`config.mk`:
```
export PLATFORM = sky130hd
export DESIGN_NAME = overworld_move_ctrl_flat
export DESIGN_NICKNAME = d
export VERILOG_FILES = /design/src/rtl/overworld_move_ctrl_if.sv /design/src/rtl/overworld_move_ctrl.sv /design/src/flat_wrapper.sv
export SDC_FILE = /design/constraint.sdc
export NUM_CORES = 1
export LEC_CHECK = 0
export CORE_MARGIN = 2
export CORE_UTILIZATION = 66
export DETAILED_ROUTE_END_ITERATION = 16
export GPL_TIMING_DRIVEN = 0
export HOLD_SLACK_MARGIN = 0.12
export PLACE_DENSITY_LB_ADDON = 0.1
export SETUP_SLACK_MARGIN = 0.05
export SLEW_MARGIN = 25
export SYNTH_ARGS = -nofsm -noshare
export SYNTH_HDL_FRONTEND = slang
export SYNTH_SLANG_ARGS = --single-unit
```
`constraint.sdc`:
```
create_clock -name Clk -period 17.7 [get_ports Clk]
set_input_delay 3.54 -clock Clk [delete_from_list [all_inputs] [get_ports Clk]]
set_output_delay 3.54 -clock Clk [all_outputs]
set_load 0.03 [all_outputs]
```
`src/rtl/overworld_move_ctrl_if.sv`:
```
// Frame-sampled movement request in, camera offsets and sprite selection out.
interface overworld_move_ctrl_if;
  logic               VS;
  logic               Character_Moving;
  logic [1:0]         Direction;
  logic signed [12:0] topleftX;
  logic signed [12:0] topleftY;
  logic [1:0]         Facing;
  logic [3:0]         sprite_col;
  logic               walking;
  logic               step_done;
  logic               blocked;

  modport master (
    output VS, Character_Moving, Direction,
    input  topleftX, topleftY, Facing, sprite_col, walking, step_done, blocked
  );

  modport slave (
    input  VS, Character_Moving, Direction,
    output topleftX, topleftY, Facing, sprite_col, walking, step_done, blocked
  );
endinterface

```
`src/rtl/overworld_move_ctrl.sv`:
```
// Tile-locked overworld movement: one decision per VS frame, whole-tile steps,
// turn-in-place and refusal at camera bounds, plus walk-cycle sprite column.
module overworld_move_ctrl #(
  parameter int TILE_PX     = 16,
  parameter int TURN_FRAMES = 4,
  parameter int X_MIN       = -311,
  parameter int X_MAX       = 952,
  parameter int Y_MIN       = -340,
  parameter int Y_MAX       = 595,
  parameter int RESET_X     = 100,
  parameter int RESET_Y     = 100
) (
  input logic Clk,
  input logic Reset,
  overworld_move_ctrl_if.slave bus
);

  localparam int TC_W = (TURN_FRAMES > 1) ? $clog2(TURN_FRAMES) : 1;
  localparam logic [TC_W-1:0]   TC_LAST = TC_W'(TURN_FRAMES - 1);
  localparam logic [6:0]        M_LAST  = 7'(TILE_PX - 1);
  localparam logic [6:0]        M_HALF  = 7'(TILE_PX / 2);
  localparam logic signed [12:0] TILE_S = 13'(TILE_PX);
  localparam logic signed [12:0] XMIN_S = 13'(X_MIN);
  localparam logic signed [12:0] XMAX_S = 13'(X_MAX);
  localparam logic signed [12:0] YMIN_S = 13'(Y_MIN);
  localparam logic signed [12:0] YMAX_S = 13'(Y_MAX);

  typedef enum logic [1:0] {IDLE, TURN, WALK} state_t;

  function automatic logic signed [12:0] step_x(input logic [1:0] f, input logic signed [12:0] mag);
    case (f)
      2'd1:    step_x = mag;
      2'd3:    step_x = -mag;
      default: step_x = '0;
    endcase
  endfunction

  function automatic logic signed [12:0] step_y(input logic [1:0] f, input logic signed [12:0] mag);
    case (f)
      2'd0:    step_y = -mag;
      2'd2:    step_y = mag;
      default: step_y = '0;
    endcase
  endfunction

  function automatic logic in_bounds(input logic signed [12:0] tx, input logic signed [12:0] ty);
    in_bounds = (tx >= XMIN_S) && (tx <= XMAX_S) && (ty >= YMIN_S) && (ty <= YMAX_S);
  endfunction

  // Each facing owns three adjacent columns: foot0, rest, foot1.
  function automatic logic [3:0] col_of(input logic [1:0] f, input logic pose, input logic ft);
    logic [3:0] rest;
    case (f)
      2'd0:    rest = 4'd7;
      2'd1:    rest = 4'd10;
      2'd2:    rest = 4'd1;
      default: rest = 4'd4;
    endcase
    if (!pose)   col_of = rest;
    else if (ft) col_of = rest + 4'd1;
    else         col_of = rest - 4'd1;
  endfunction

  logic vs_s1, vs_s2, vs_prev, tick;
  state_t state, nxt_state;
  logic signed [12:0] x, y, nxt_x, nxt_y;
  logic signed [12:0] adv_x, adv_y, tgt_x, tgt_y, ntgt_x, ntgt_y;
  logic [1:0] facing, nxt_facing;
  logic [6:0] m, nxt_m;
  logic foot, nxt_foot;
  logic [TC_W-1:0] tcnt, nxt_tcnt;
  logic nxt_done, nxt_blk, walk_pose, same_req;
  logic [3:0] nxt_col;
  logic walking_r, done_r, blk_r;
  logic [3:0] col_r;

  assign tick     = vs_s2 & ~vs_prev;
  assign adv_x    = x + step_x(facing, 13'sd1);
  assign adv_y    = y + step_y(facing, 13'sd1);
  assign tgt_x    = x + step_x(facing, TILE_S);
  assign tgt_y    = y + step_y(facing, TILE_S);
  assign ntgt_x   = adv_x + step_x(facing, TILE_S);
  assign ntgt_y   = adv_y + step_y(facing, TILE_S);
  assign same_req = bus.Character_Moving && (bus.Direction == facing);

  always_comb begin
    nxt_state  = state;
    nxt_x      = x;
    nxt_y      = y;
    nxt_facing = facing;
    nxt_m      = m;
    nxt_foot   = foot;
    nxt_tcnt   = tcnt;
    nxt_done   = 1'b0;
    nxt_blk    = 1'b0;
    if (tick) begin
      case (state)
        IDLE: if (bus.Character_Moving) begin
          if (bus.Direction != facing) begin
            nxt_facing = bus.Direction;
            nxt_tcnt   = '0;
            nxt_state  = TURN;
          end else if (in_bounds(tgt_x, tgt_y)) begin
            nxt_x     = adv_x;
            nxt_y     = adv_y;
            nxt_m     = 7'd1;
            nxt_state = WALK;
          end else begin
            nxt_blk = 1'b1;
          end
        end
        TURN: begin
          if (tcnt == TC_LAST) nxt_state = IDLE;
          else                 nxt_tcnt  = tcnt + 1'b1;
        end
        WALK: begin
          nxt_x = adv_x;
          nxt_y = adv_y;
          if (m == M_LAST) begin
            // Continuation is judged from the tile just reached, with this tick's inputs.
            nxt_done = 1'b1;
            nxt_m    = '0;
            nxt_foot = ~foot;
            if (!(same_req && in_bounds(ntgt_x, ntgt_y))) begin
              nxt_state = IDLE;
              nxt_blk   = same_req;
            end
          end else begin
            nxt_m = m + 7'd1;
          end
        end
        default: nxt_state = IDLE;
      endcase
    end
    walk_pose = (nxt_state == WALK) && (nxt_m != '0) && (nxt_m <= M_HALF);
    nxt_col   = col_of(nxt_facing, walk_pose, nxt_foot);
  end

  always_ff @(posedge Clk) begin
    if (Reset) begin
      vs_s1     <= 1'b1;
      vs_s2     <= 1'b1;
      vs_prev   <= 1'b1;
      state     <= IDLE;
      x         <= 13'(RESET_X);
      y         <= 13'(RESET_Y);
      facing    <= 2'd2;
      m         <= '0;
      foot      <= 1'b0;
      tcnt      <= '0;
      walking_r <= 1'b0;
      done_r    <= 1'b0;
      blk_r     <= 1'b0;
      col_r     <= 4'd1;
    end else begin
      vs_s1     <= bus.VS;
      vs_s2     <= vs_s1;
      vs_prev   <= vs_s2;
      state     <= nxt_state;
      x         <= nxt_x;
      y         <= nxt_y;
      facing    <= nxt_facing;
      m         <= nxt_m;
      foot      <= nxt_foot;
      tcnt      <= nxt_tcnt;
      walking_r <= (nxt_state == WALK);
      done_r    <= nxt_done;
      blk_r     <= nxt_blk;
      col_r     <= nxt_col;
    end
  end

  assign bus.topleftX   = x;
  assign bus.topleftY   = y;
  assign bus.Facing     = facing;
  assign bus.sprite_col = col_r;
  assign bus.walking    = walking_r;
  assign bus.step_done  = done_r;
  assign bus.blocked    = blk_r;

endmodule

```
`src/flat_wrapper.sv`:
```
// flat-port wrapper written by rule: the top's interface ports become plain ports
module overworld_move_ctrl_flat 
#(
  parameter int TILE_PX     = 16,
  parameter int TURN_FRAMES = 4,
  parameter int X_MIN       = -311,
  parameter int X_MAX       = 952,
  parameter int Y_MIN       = -340,
  parameter int Y_MAX       = 595,
  parameter int RESET_X     = 100,
  parameter int RESET_Y     = 100
)
  (Clk, Reset, bus_VS, bus_Character_Moving, bus_Direction, bus_topleftX, bus_topleftY, bus_Facing, bus_sprite_col, bus_walking, bus_step_done, bus_blocked);
  overworld_move_ctrl_if bus_i ();
  input logic Clk;
  input logic Reset;
  input wire logic [$bits(bus_i.VS)-1:0] bus_VS;
  input wire logic [$bits(bus_i.Character_Moving)-1:0] bus_Character_Moving;
  input wire logic [$bits(bus_i.Direction)-1:0] bus_Direction;
  output wire logic [$bits(bus_i.topleftX)-1:0] bus_topleftX;
  output wire logic [$bits(bus_i.topleftY)-1:0] bus_topleftY;
  output wire logic [$bits(bus_i.Facing)-1:0] bus_Facing;
  output wire logic [$bits(bus_i.sprite_col)-1:0] bus_sprite_col;
  output wire logic [$bits(bus_i.walking)-1:0] bus_walking;
  output wire logic [$bits(bus_i.step_done)-1:0] bus_step_done;
  output wire logic [$bits(bus_i.blocked)-1:0] bus_blocked;
  assign bus_i.VS = bus_VS;
  assign bus_i.Character_Moving = bus_Character_Moving;
  assign bus_i.Direction = bus_Direction;
  assign bus_topleftX = bus_i.topleftX;
  assign bus_topleftY = bus_i.topleftY;
  assign bus_Facing = bus_i.Facing;
  assign bus_sprite_col = bus_i.sprite_col;
  assign bus_walking = bus_i.walking;
  assign bus_step_done = bus_i.step_done;
  assign bus_blocked = bus_i.blocked;
  overworld_move_ctrl #(.TILE_PX(TILE_PX), .TURN_FRAMES(TURN_FRAMES), .X_MIN(X_MIN), .X_MAX(X_MAX), .Y_MIN(Y_MIN), .Y_MAX(Y_MAX), .RESET_X(RESET_X), .RESET_Y(RESET_Y)) u_core (.Clk(Clk), .Reset(Reset), .bus(bus_i));
endmodule
```
==> Word level (Yosys, flattened, before mapping) <==
Cells that the tools add are included.
{ "totals": {"ff_bits": 50, "latch_bits": 0, "ramBits": 0, "romBits": 0, "inputBits": 6, "out_inout_bits": 35, "mem_count": 0} }
{ "classes": {"addsub": 10, "mul": 0, "n_div": 0, "magnitude_cmp": 9, "eq_ne": 17, "shift": 0, "muxes": 47, "n_bitwise": 5, "n_reduce_logical": 20} }
{ "ops": {"columns": ["cell", "count"], "rows": [
  ["case mux 13 bit (2 select lines)", 6],
  ["adder 13 bit", 6],
  ["2-to-1 mux 13 bit", 6],
  ["greater-or-equal comparator 13 x 10 -> 1 bit, second input constant", 4],
  ["<= comparator 13 x 11 -> 1 bit, second input constant", 4],
  ["2-to-1 mux 7 bit", 5],
  ["2-to-1 mux 2 bit", 14],
  ["case mux 7 bit (2 select lines)", 1],
  ["== test 2 bit, second input constant", 6],
  ["case mux 4 bit (3 select lines)", 1],
  ["logical AND 1 bit", 10],
  ["AND reduction 5 bit", 2],
  ["2-to-1 mux 1 bit", 9],
  ["2-to-1 mux 4 bit", 2],
  ["adder 7 x 1 -> 7 bit, second input constant", 1],
  ["== test 7 x 4 -> 1 bit, second input constant", 1],
  ["<= comparator 7 x 4 -> 1 bit, second input constant", 1],
  ["nonzero test 7 bit", 1],
  ["== test 2 x 1 -> 1 bit, second input constant", 3],
  ["logical NOT 2 bit", 3],
  ["!= test 2 bit, second input constant", 3],
  ["case mux 2 bit (3 select lines)", 1],
  ["adder 4 x 1 -> 4 bit, second input constant", 1],
  ["!= test 2 x 1 -> 1 bit, second input constant", 2],
  ["other kinds (11)", 15]
]} }

==> Depth between registers and ports, before layout <==
Gate-level depths: netlist of run 1.
{ "depth": {"ltp_word": 17, "mapped_depth": 27, "depth_no_buf": 21} }

==> Worst setup path after synthesis of run 1 <==
No wires, ideal clock.
{ "synth_path": {"path_kind": "register to register", "startpoint": "register u_core.facing[1] (netlist: u_core.bus.Facing[1])", "endpoint": "register u_core.col_r[1] (netlist: u_core.bus.sprite_col[1])", "arrival_time_ps": 5839, "path_slack_ps": 11740, "path_stages_with_launch": 26, "period_less_slack_ps": 5960, "path_cell_list": "dfxtp_1 -> buf_2 -> or2_1 -> buf_6 -> buf_4 -> clkbuf_8 -> clkbuf_1 -> buf_1 -> xnor2_1 -> ha_1 -> or4_1 -> o211ai_1 -> nand2_1 -> o22ai_1 -> xor2_1 -> ha_1 -> o2111a_1 -> a2111oi_4 -> o21ai_2 -> a41o_1 -> a211o_1 -> a211o_1 -> o22ai_2 -> nand4_1 -> a211o_2 -> mux2_4"} }
{ "synth_between": {"elab_cells_between_ends": 61, "classes_between": "add/sub (8); order compare (9); eq/ne (8); mux (23); reduce/logical (13)"} }
{ "synth_rtl": {"columns": ["item", "line", "text"], "rows": [
  ["start, declared", "overworld_move_ctrl.sv:68", "logic [1:0] facing, nxt_facing;"],
  ["start signal, assigned", "overworld_move_ctrl.sv:162", "facing <= nxt_facing;"],
  ["== test 2 bit / logical NOT 2 bit (equally long branches)", "overworld_move_ctrl.sv:39", "case (f)"],
  ["case mux 13 bit (2 select lines) (*)", "overworld_move_ctrl.sv:39", null],
  ["adder 13 bit (*)", "overworld_move_ctrl.sv:79", "assign adv_y = y + step_y(facing, 13'sd1);"],
  ["named net u_core.adv_y[6]", "overworld_move_ctrl.sv:67", "logic signed [12:0] adv_x, adv_y, tgt_x, tgt_y, ntgt_x, ntgt_y;"],
  ["adder 13 bit (*)", "overworld_move_ctrl.sv:83", "assign ntgt_y = adv_y + step_y(facing, TILE_S);"],
  ["greater-or-equal comparator 13 x 10 -> 1 bit", "overworld_move_ctrl.sv:47", "in_bounds = (tx >= XMIN_S) && (tx <= XMAX_S) && (ty >= YMIN_S) && (ty <= YMAX_S);"],
  ["logical AND 1 bit", "overworld_move_ctrl.sv:47", null],
  ["logical AND 1 bit (*)", "overworld_move_ctrl.sv:47", null],
  ["logical AND 1 bit (*)", "overworld_move_ctrl.sv:124", "if (!(same_req && in_bounds(ntgt_x, ntgt_y))) begin"],
  ["2-to-1 mux 2 bit (*)", "overworld_move_ctrl.sv:124", null],
  ["2-to-1 mux 2 bit (*)", "overworld_move_ctrl.sv:119", "if (m == M_LAST) begin"],
  ["case mux 2 bit (3 select lines) (*)", "overworld_move_ctrl.sv:97", "case (state)"],
  ["2-to-1 mux 2 bit (*)", "overworld_move_ctrl.sv:96", "if (tick) begin"],
  ["== test 2 bit (*)", "overworld_move_ctrl.sv:135", "walk_pose = (nxt_state == WALK) && (nxt_m != '0) && (nxt_m <= M_HALF);"],
  ["logical AND 1 bit (*) (2 in a row)", "overworld_move_ctrl.sv:135", null],
  ["2-to-1 mux 4 bit (*)", "overworld_move_ctrl.sv:59", "if (!pose) col_of = rest;"],
  ["end signal, assigned", "overworld_move_ctrl.sv:169", "col_r <= nxt_col;"],
  ["end, declared", "overworld_move_ctrl.sv:75", "logic [3:0] col_r;"]
]} }
Mark *: on every way through the listed nets, which the timed path passes. The rest lies on a longest branch.
A chain may end at the register's enable or synchronous reset.

==> Final worst setup path of run 1 <==
Same ends and word-level chain as after synthesis.

==> results of run 1 <==
through the flow:
step                hold WS, ps  area, um^2  utilization  setup slack, ps  std cells
finish                      446        6550        0.751            10580        955
global placement            400        6460        0.740            10980        947
global route                462        6550        0.751            10250        955
detailed placement          415        6460        0.740            10760        947
CTS                         437        6550        0.751            10770        955
floorplan                   389        5930            -            11740        800
path summary, 6_finish.rpt:
path	cells after the start	to	start
setup / recovery	25	u_core.bus.sprite_col[1]	u_core.bus.Facing[1]
hold / removal	1	u_core.vs_s2	u_core.vs_s1
hold reg to reg	1	u_core.vs_s2	u_core.vs_s1
setup reg to reg	25	u_core.bus.sprite_col[1]	u_core.bus.Facing[1]
layer usage:
metal | track usage | wire [um] | up-vias
met1 | 0.518 | 7780 | 3097
met4 | 0.110 | 355 | 0
li1 | - | - | 3038
met3 | 0.0759 | 2040 | 40
met5 | 0 | 0 | -
met2 | 0.606 | 8660 | 394
power breakdown:
group | switching, W | internal [W] | total (W) | leakage [nW]
Sequential | 0.000000414 | 0.000113 | 0.000114 | 0.404
Combinational | 0.0000169 | 0.0000106 | 0.0000276 | 2.04
Clock | 0.0000460 | 0.0000288 | 0.0000748 | 0.0489
synthesized netlist by cell type (9+ instances only):
| library cell | n | share of area |
|---|---|---|
| or3_1 | 9 | 0.0095 |
| o21ai_0 | 34 | 0.029 |
| nand2_1 | 74 | 0.047 |
| ha_1 | 32 | 0.067 |
| a31oi_1 | 16 | 0.017 |
| a21oi_1 | 54 | 0.046 |
| xor2_1 | 24 | 0.035 |
| inv_1 | 21 | 0.013 |
| dfxtp_1 | 50 | 0.17 |
| clkbuf_1 | 39 | 0.025 |
| xnor2_1 | 39 | 0.058 |
| o21a_1 | 12 | 0.015 |
| mux2i_1 | 18 | 0.030 |
| nand3_1 | 28 | 0.024 |
| or4_1 | 9 | 0.011 |
| buf_2 | 10 | 0.0084 |
| or2_2 | 10 | 0.011 |
| nor3_1 | 31 | 0.026 |
| nor2_1 | 68 | 0.043 |
| nand4_1 | 13 | 0.014 |
layout by cell type, fill, tap and decap left out, types with 21 or more instances in the layout:
cell type and n:
nand2_1 74, nor2_1 68, a21oi_1 54, dfxtp_1 50
clkbuf_1 39, xnor2_1 39, clkdlybuf4s50_1 39, o21ai_0 34
ha_1 32, nor3_1 31, nand3_1 28, xor2_1 24
inv_1 21
final cells by class:
type | instances | area (um^2) | area share
clock buffers | 5 | 68.8 | 0.0105
inverters | 24 | 90.1 | 0.0138
well taps | 108 | 135 | 0.0206
flip-flops and latches | 50 | 1000 | 0.153
clock inverters | 3 | 22.5 | 0.00344
plain buffers | 66 | 344 | 0.0525
repair buffers | 39 | 390 | 0.0596
multi-input cells | 660 | 4500 | 0.687
state kept, by name, summed over array words and instances (netlist names):
register and count:
u_core.bus.step_done 1, u_core.vs_s2 1, u_core.bus.topleftX 13, u_core.vs_prev 1, u_core.bus.Facing 2, u_core.bus.topleftY 13
u_core.bus.blocked 1, u_core.tcnt 2, u_core.bus.walking 1, u_core.state 2, u_core.vs_s1 1, u_core.m 7
u_core.bus.sprite_col 4, u_core.foot 1
kinds of logic after synthesis:
logic type / after synthesis / share of synthesized area
adders and majority gates: 35 / 0.0759
AOI/OAI and AO/OA: 223 / 0.269
buffers and inverters: 90 / 0.0732
and+or+nand+nor: 316 / 0.277
xor gates and xnor gates: 64 / 0.0968
DFF: 50 / 0.169
muxes: 22 / 0.0392
==> run summary, run 1 <==
Startpoint types: flop
RSZ-0062 raised after global routing: false
Syn Nets: 840
Hpwl dp: 14,100 um
Drt wl/cell: 19.7 um
Hold Crit Class: flop to flop
Tmin final: 7120 ps
Layout Skew: 18.1 ps
Num Clock Sinks: 50
Fin crit share: 0.402
Later-pin clock latency in the skew report: 330 ps
#FFs+latches synth: 50
Max Clock Freq: 140 MHz
GRT Total Usage: 0.379
I/O Pins: 41
Worst Tran Pin Value: 732 ps
Pwr/cell area: 33.0 mW/mm^2
Required @ worst endpoint: 17,920 ps
# diodes: 0
Starting Density: 0.680
Slew headroom: 0.508
H-tree depth: 2
Die Span Y: 98.8 um
First-pass GRT wire length: 30,500 um
Die ar.: 0.00976 mm^2
Antenna violations before repair: 0
DR vias/cell: 6.88
Synth Area per Inst: 7.41 um^2
Synth Flop Type: dfxtp_1
Syn Inst Count: 800
EDFF count, synth: 0
Vias after detailed routing: 6,569
Max FO, Critical Path: 10
CP Capture Type: flop
Die width: 98.8 um
Routability cong.: 1.01
Yosys cell types: 102
Status: complete, no violations
Final Slew Violations: 0
CTS hold repair buffers: 0
Setup TNS: 0 ps
Crit Path Class: flop to flop
CP Data Arrival Time: 7340 ps
Port bufs: 39
Max Cap Viol: 0
Cell family with most CP delay: compound AO/OA/AOI/OAI gates
Slowest cell on the critical path: buf_1
CTS Root Buffer Type: clkbuf_8
Post-cts resize count: 0
Worst-path clk slew: 120 ps
Async set-reset flop share out of synthesis: 0
Row count: 34
Core Region: 0.00872 mm^2
R2R Setup Slk: 10,580 ps
LEAKAGE: 2.49 nW
CTS Buf Count: 5
Critical path's largest stage delay: 510 ps
CTS tree: done
Hold Vio Cnt, Final: 0
Total power: 0.000216 W
DRC: 0
Setup violations, final: 0
Layout cells sized above 1: 0.0885
Syn-to-layout area delta: 10.4%
Pin count of the biggest net entering global routing: 18
NumNets Final: 886
Worst vdd ir: 0.0423 mV
Antenna Nets Post-Route: 0
Drt first pass iters: 5
Buf/Inv on CP: 7
# Post-CTS Setup Buffers: 0
WL final: 18,800 um
Fill cells: 706
YS warnings: 0
Register area share after synthesis: 0.169
Iter 0 DRT Violations: 777
Synth Cell Area: 0.00593 mm^2
Vias in the first global route: 6,284
Longest Clk Path Bufs: 2
GRT overflow: 0
(Power assumes the default switching activity.)
==> run 2: changes to the inputs <==
--- a/config.mk
+++ b/config.mk
@@ -6,7 +6,7 @@
 export NUM_CORES = 1
 export LEC_CHECK = 0
 export CORE_MARGIN = 2
-export CORE_UTILIZATION = 66
+export CORE_UTILIZATION = 55
 export DETAILED_ROUTE_END_ITERATION = 16
 export GPL_TIMING_DRIVEN = 0
 export HOLD_SLACK_MARGIN = 0.12
==> constraint.sdc (replaced) <==
create_clock -name Clk -period 6.2 [get_ports Clk]
set_input_delay 1.24 -clock Clk [delete_from_list [all_inputs] [get_ports Clk]]
set_output_delay 1.24 -clock Clk [all_outputs]
set_load 0.03 [all_outputs]
==> run 2 against run 1 <==
Compared with the run above: largest cell class unchanged; via count decreased by 1.2%; wire length shrank 0.35%; register-to-register slack lost 10000 ps; flip-flop and latch count unchanged; setup slack lost 10000 ps; cell count rose by 4.1%; die area rose by 19%; first-iteration DRC count shrank 14%; maximum frequency up 20%; clock-buffer cell count is 1 higher; utilization down 9.4 points.
==> run summary, run 2 (synthesis gave the netlist of run 1 again) <==
Worst-path clk slew: 90 ps (-30 ps)
Starting Density: 0.569 (-0.111)
Drt wl/cell: 18.9 um (-4.3%)
Min-Delay Startpoint: u_core.vs_s1
Num Clock Sinks: 50 (unchanged)
CTS tree: done
RSZ-0062 raised after global routing: false
Psw: 0.000178 W (+180%)
Fin crit share: 0.955 (+0.553)
Hpwl dp: 14,000 um (-0.63%)
Pwr/cell area: 95.7 mW/mm^2 (+190%)
Syn-to-layout area delta: 15.3%
Sequential Power Share: 0.495 (-0.031)
Final Slew Violations: 0 (unchanged)
DR vias/cell: 6.53 (-5.1%)
CTS Root Buffer Type: clkbuf_8
NumNets Final: 897 (+1.2%)
WL final: 18,800 um (-0.35%)
Die ar.: 0.0116 mm^2 (+19%)
Antenna Nets Post-Route: 0 (unchanged)
Switching share of power: 0.272 (-0.0215)
Hold Vio Cnt, Final: 0 (unchanged)
Worst vdd ir: 0.150 mV (+260%)
Vias in the first global route: 6,039 (-3.9%)
Layout Skew: 21.4 ps (+3.29 ps)
CP Data Arrival Time: 6140 ps (-1200 ps)
Crit Path Class: flop to flop
Startpoint types: flop
Clock network fraction of total power: 0.380 (+0.034)
Max Clock Freq: 169 MHz (+20%)
Logic pwr share: 0.125 (-0.003)
Finished Cell Area: 0.00684 mm^2 (+4.5%)
Reg2Reg Launch Point: u_core.bus.Facing[1]
Setup violations, final: 0 (unchanged)
Commonest non-fill, non-tap cell in the layout: nand2_1
Longest Clk Path Bufs: 2 (unchanged)
Worst Tran Pin Value: 715 ps (-16.5 ps)
CP Capture Type: flop
Pin count of the biggest net entering global routing: 20 (+2)
Tmin final: 5920 ps (-1200 ps)
Vias after detailed routing: 6,488 (-1.2%)
GRT Total Usage: 0.323 (-0.0561)
Max Cap Viol: 0 (unchanged)
Core Region: 0.0104 mm^2 (+19%)
LEAKAGE: 2.57 nW (+3.4%)
I/O Pins: 41 (unchanged)
Layout cells sized above 1: 0.128 (+0.0397)
Antenna violations before repair: 0 (unchanged)
GRT overflow: 0 (unchanged)
Setup TNS: 0 ps (unchanged)
Dpl cell area: 0.00649 mm^2 (+0.54%)
Most frequent cells in the layout: nand2_1 (74), nor2_1 (68), a21oi_1 (53), dfxtp_1 (49)
H-tree depth: 2 (unchanged)
Required @ worst endpoint: 6420 ps (-11,500 ps)
CTS Buf Count: 5 (unchanged)
Iter 0 DRT Violations: 668 (-14%)
CP Launch Point: u_core.bus.Facing[1]
# diodes: 0 (unchanged)
Die width: 108 um (+9.2%)
Routability cong.: 0.963 (-4.8%)
Port bufs: 39 (unchanged)
Later-pin clock latency in the skew report: 350 ps (+20 ps)
Max FO, Critical Path: 28 (+18)
DRC: 0 (unchanged)
Status: complete, no violations
First-pass GRT wire length: 30,000 um (-1.6%)
Internal power: 0.000477 W (+210%)
Die Span Y: 108 um (+9.2%)
Hold Crit Class: flop to flop
Drt first pass iters: 8 (+3)
Row count: 37 (+8.8%)
Slew headroom: 0.517 (+0.00947)
run 2: worst max-delay path, cell delays in order, from the launching register on:
cell and delay (ps):
dfxtp_1 340, buf_6 150, or2_1 230, buf_6 140, buf_4 230, buf_4 220
xnor2_1 140, ha_1 240, or4_1 400, o211ai_1 160, nand2_1 120, o22ai_2 220
xor2_2 240, ha_4 250, o2111a_1 170, a2111oi_4 410, o21ai_2 120, a41o_1 260
a211o_1 310, a211o_1 330, o22ai_4 200, nand4_1 200, a211o_4 410, mux2_4 300
run 2: routing by layer:
metal	GRT usage	up-vias	wire (um)
met3	0.0817	60	1770
met4	0.102	0	480
met5	0	-	0
met1	0.440	3037	8350
met2	0.498	318	8160
li1	-	3073	-
run 2: stage by stage:
| step | setup slack, ps | util | std cells | total power, W | hold WS [ps] |
|---|---|---|---|---|---|
| floorplan | 240 | - | 800 | 0.000386 | 389 |
| global placement | -607 | 0.623 | 975 | 0.000406 | 401 |
| detailed placement | -742 | 0.623 | 975 | 0.000407 | 399 |
| CTS | 66.6 | 0.639 | 987 | 0.000652 | 427 |
| global route | 70.8 | 0.657 | 994 | 0.000673 | 445 |
| finish | 280 | 0.657 | 994 | 0.000655 | 422 |
run 2: worst paths after layout:
| path | cells past startpoint | end | slack [ps] |
|---|---|---|---|
| max reg2reg | 23 | u_core.bus.sprite_col[2] | 280 |
| max | 23 | u_core.bus.sprite_col[2] | 280 |
| min reg2reg | 1 | u_core.vs_s2 | 420 |
| min | 1 | u_core.vs_s2 | 420 |
run 2: final cells by class:
cell class                      count  area, um^2
Tap cell                          136         170
Sequential cell                    50        1000
Timing Repair Buffer               52         488
Clock buffer                        6        72.6
Clock inverter                      2        37.5
Fill cell                         946        3570
Buffer                             64         357
Multi-Input combinational cell    660        4620
Inverter                           24        90.1
run 2: repair_timing:
action | in CTS | in global routing
buffers inserted | 5 | 8
hold buffers | 0 | 0
resized for setup | 11 | 33
pin swaps | 2 | 14
setup endpoints to repair | 7 | 7
run 2: power groups by stage:
stage	combinational, W	sequential, W	clock [W]
detailed placement	0.0000753	0.000332	0
finish	0.0000816	0.000324	0.000249
floorplan	0.0000527	0.000333	0
global placement	0.0000738	0.000332	0
global route	0.0000880	0.000325	0.000260
CTS	0.0000768	0.000324	0.000251
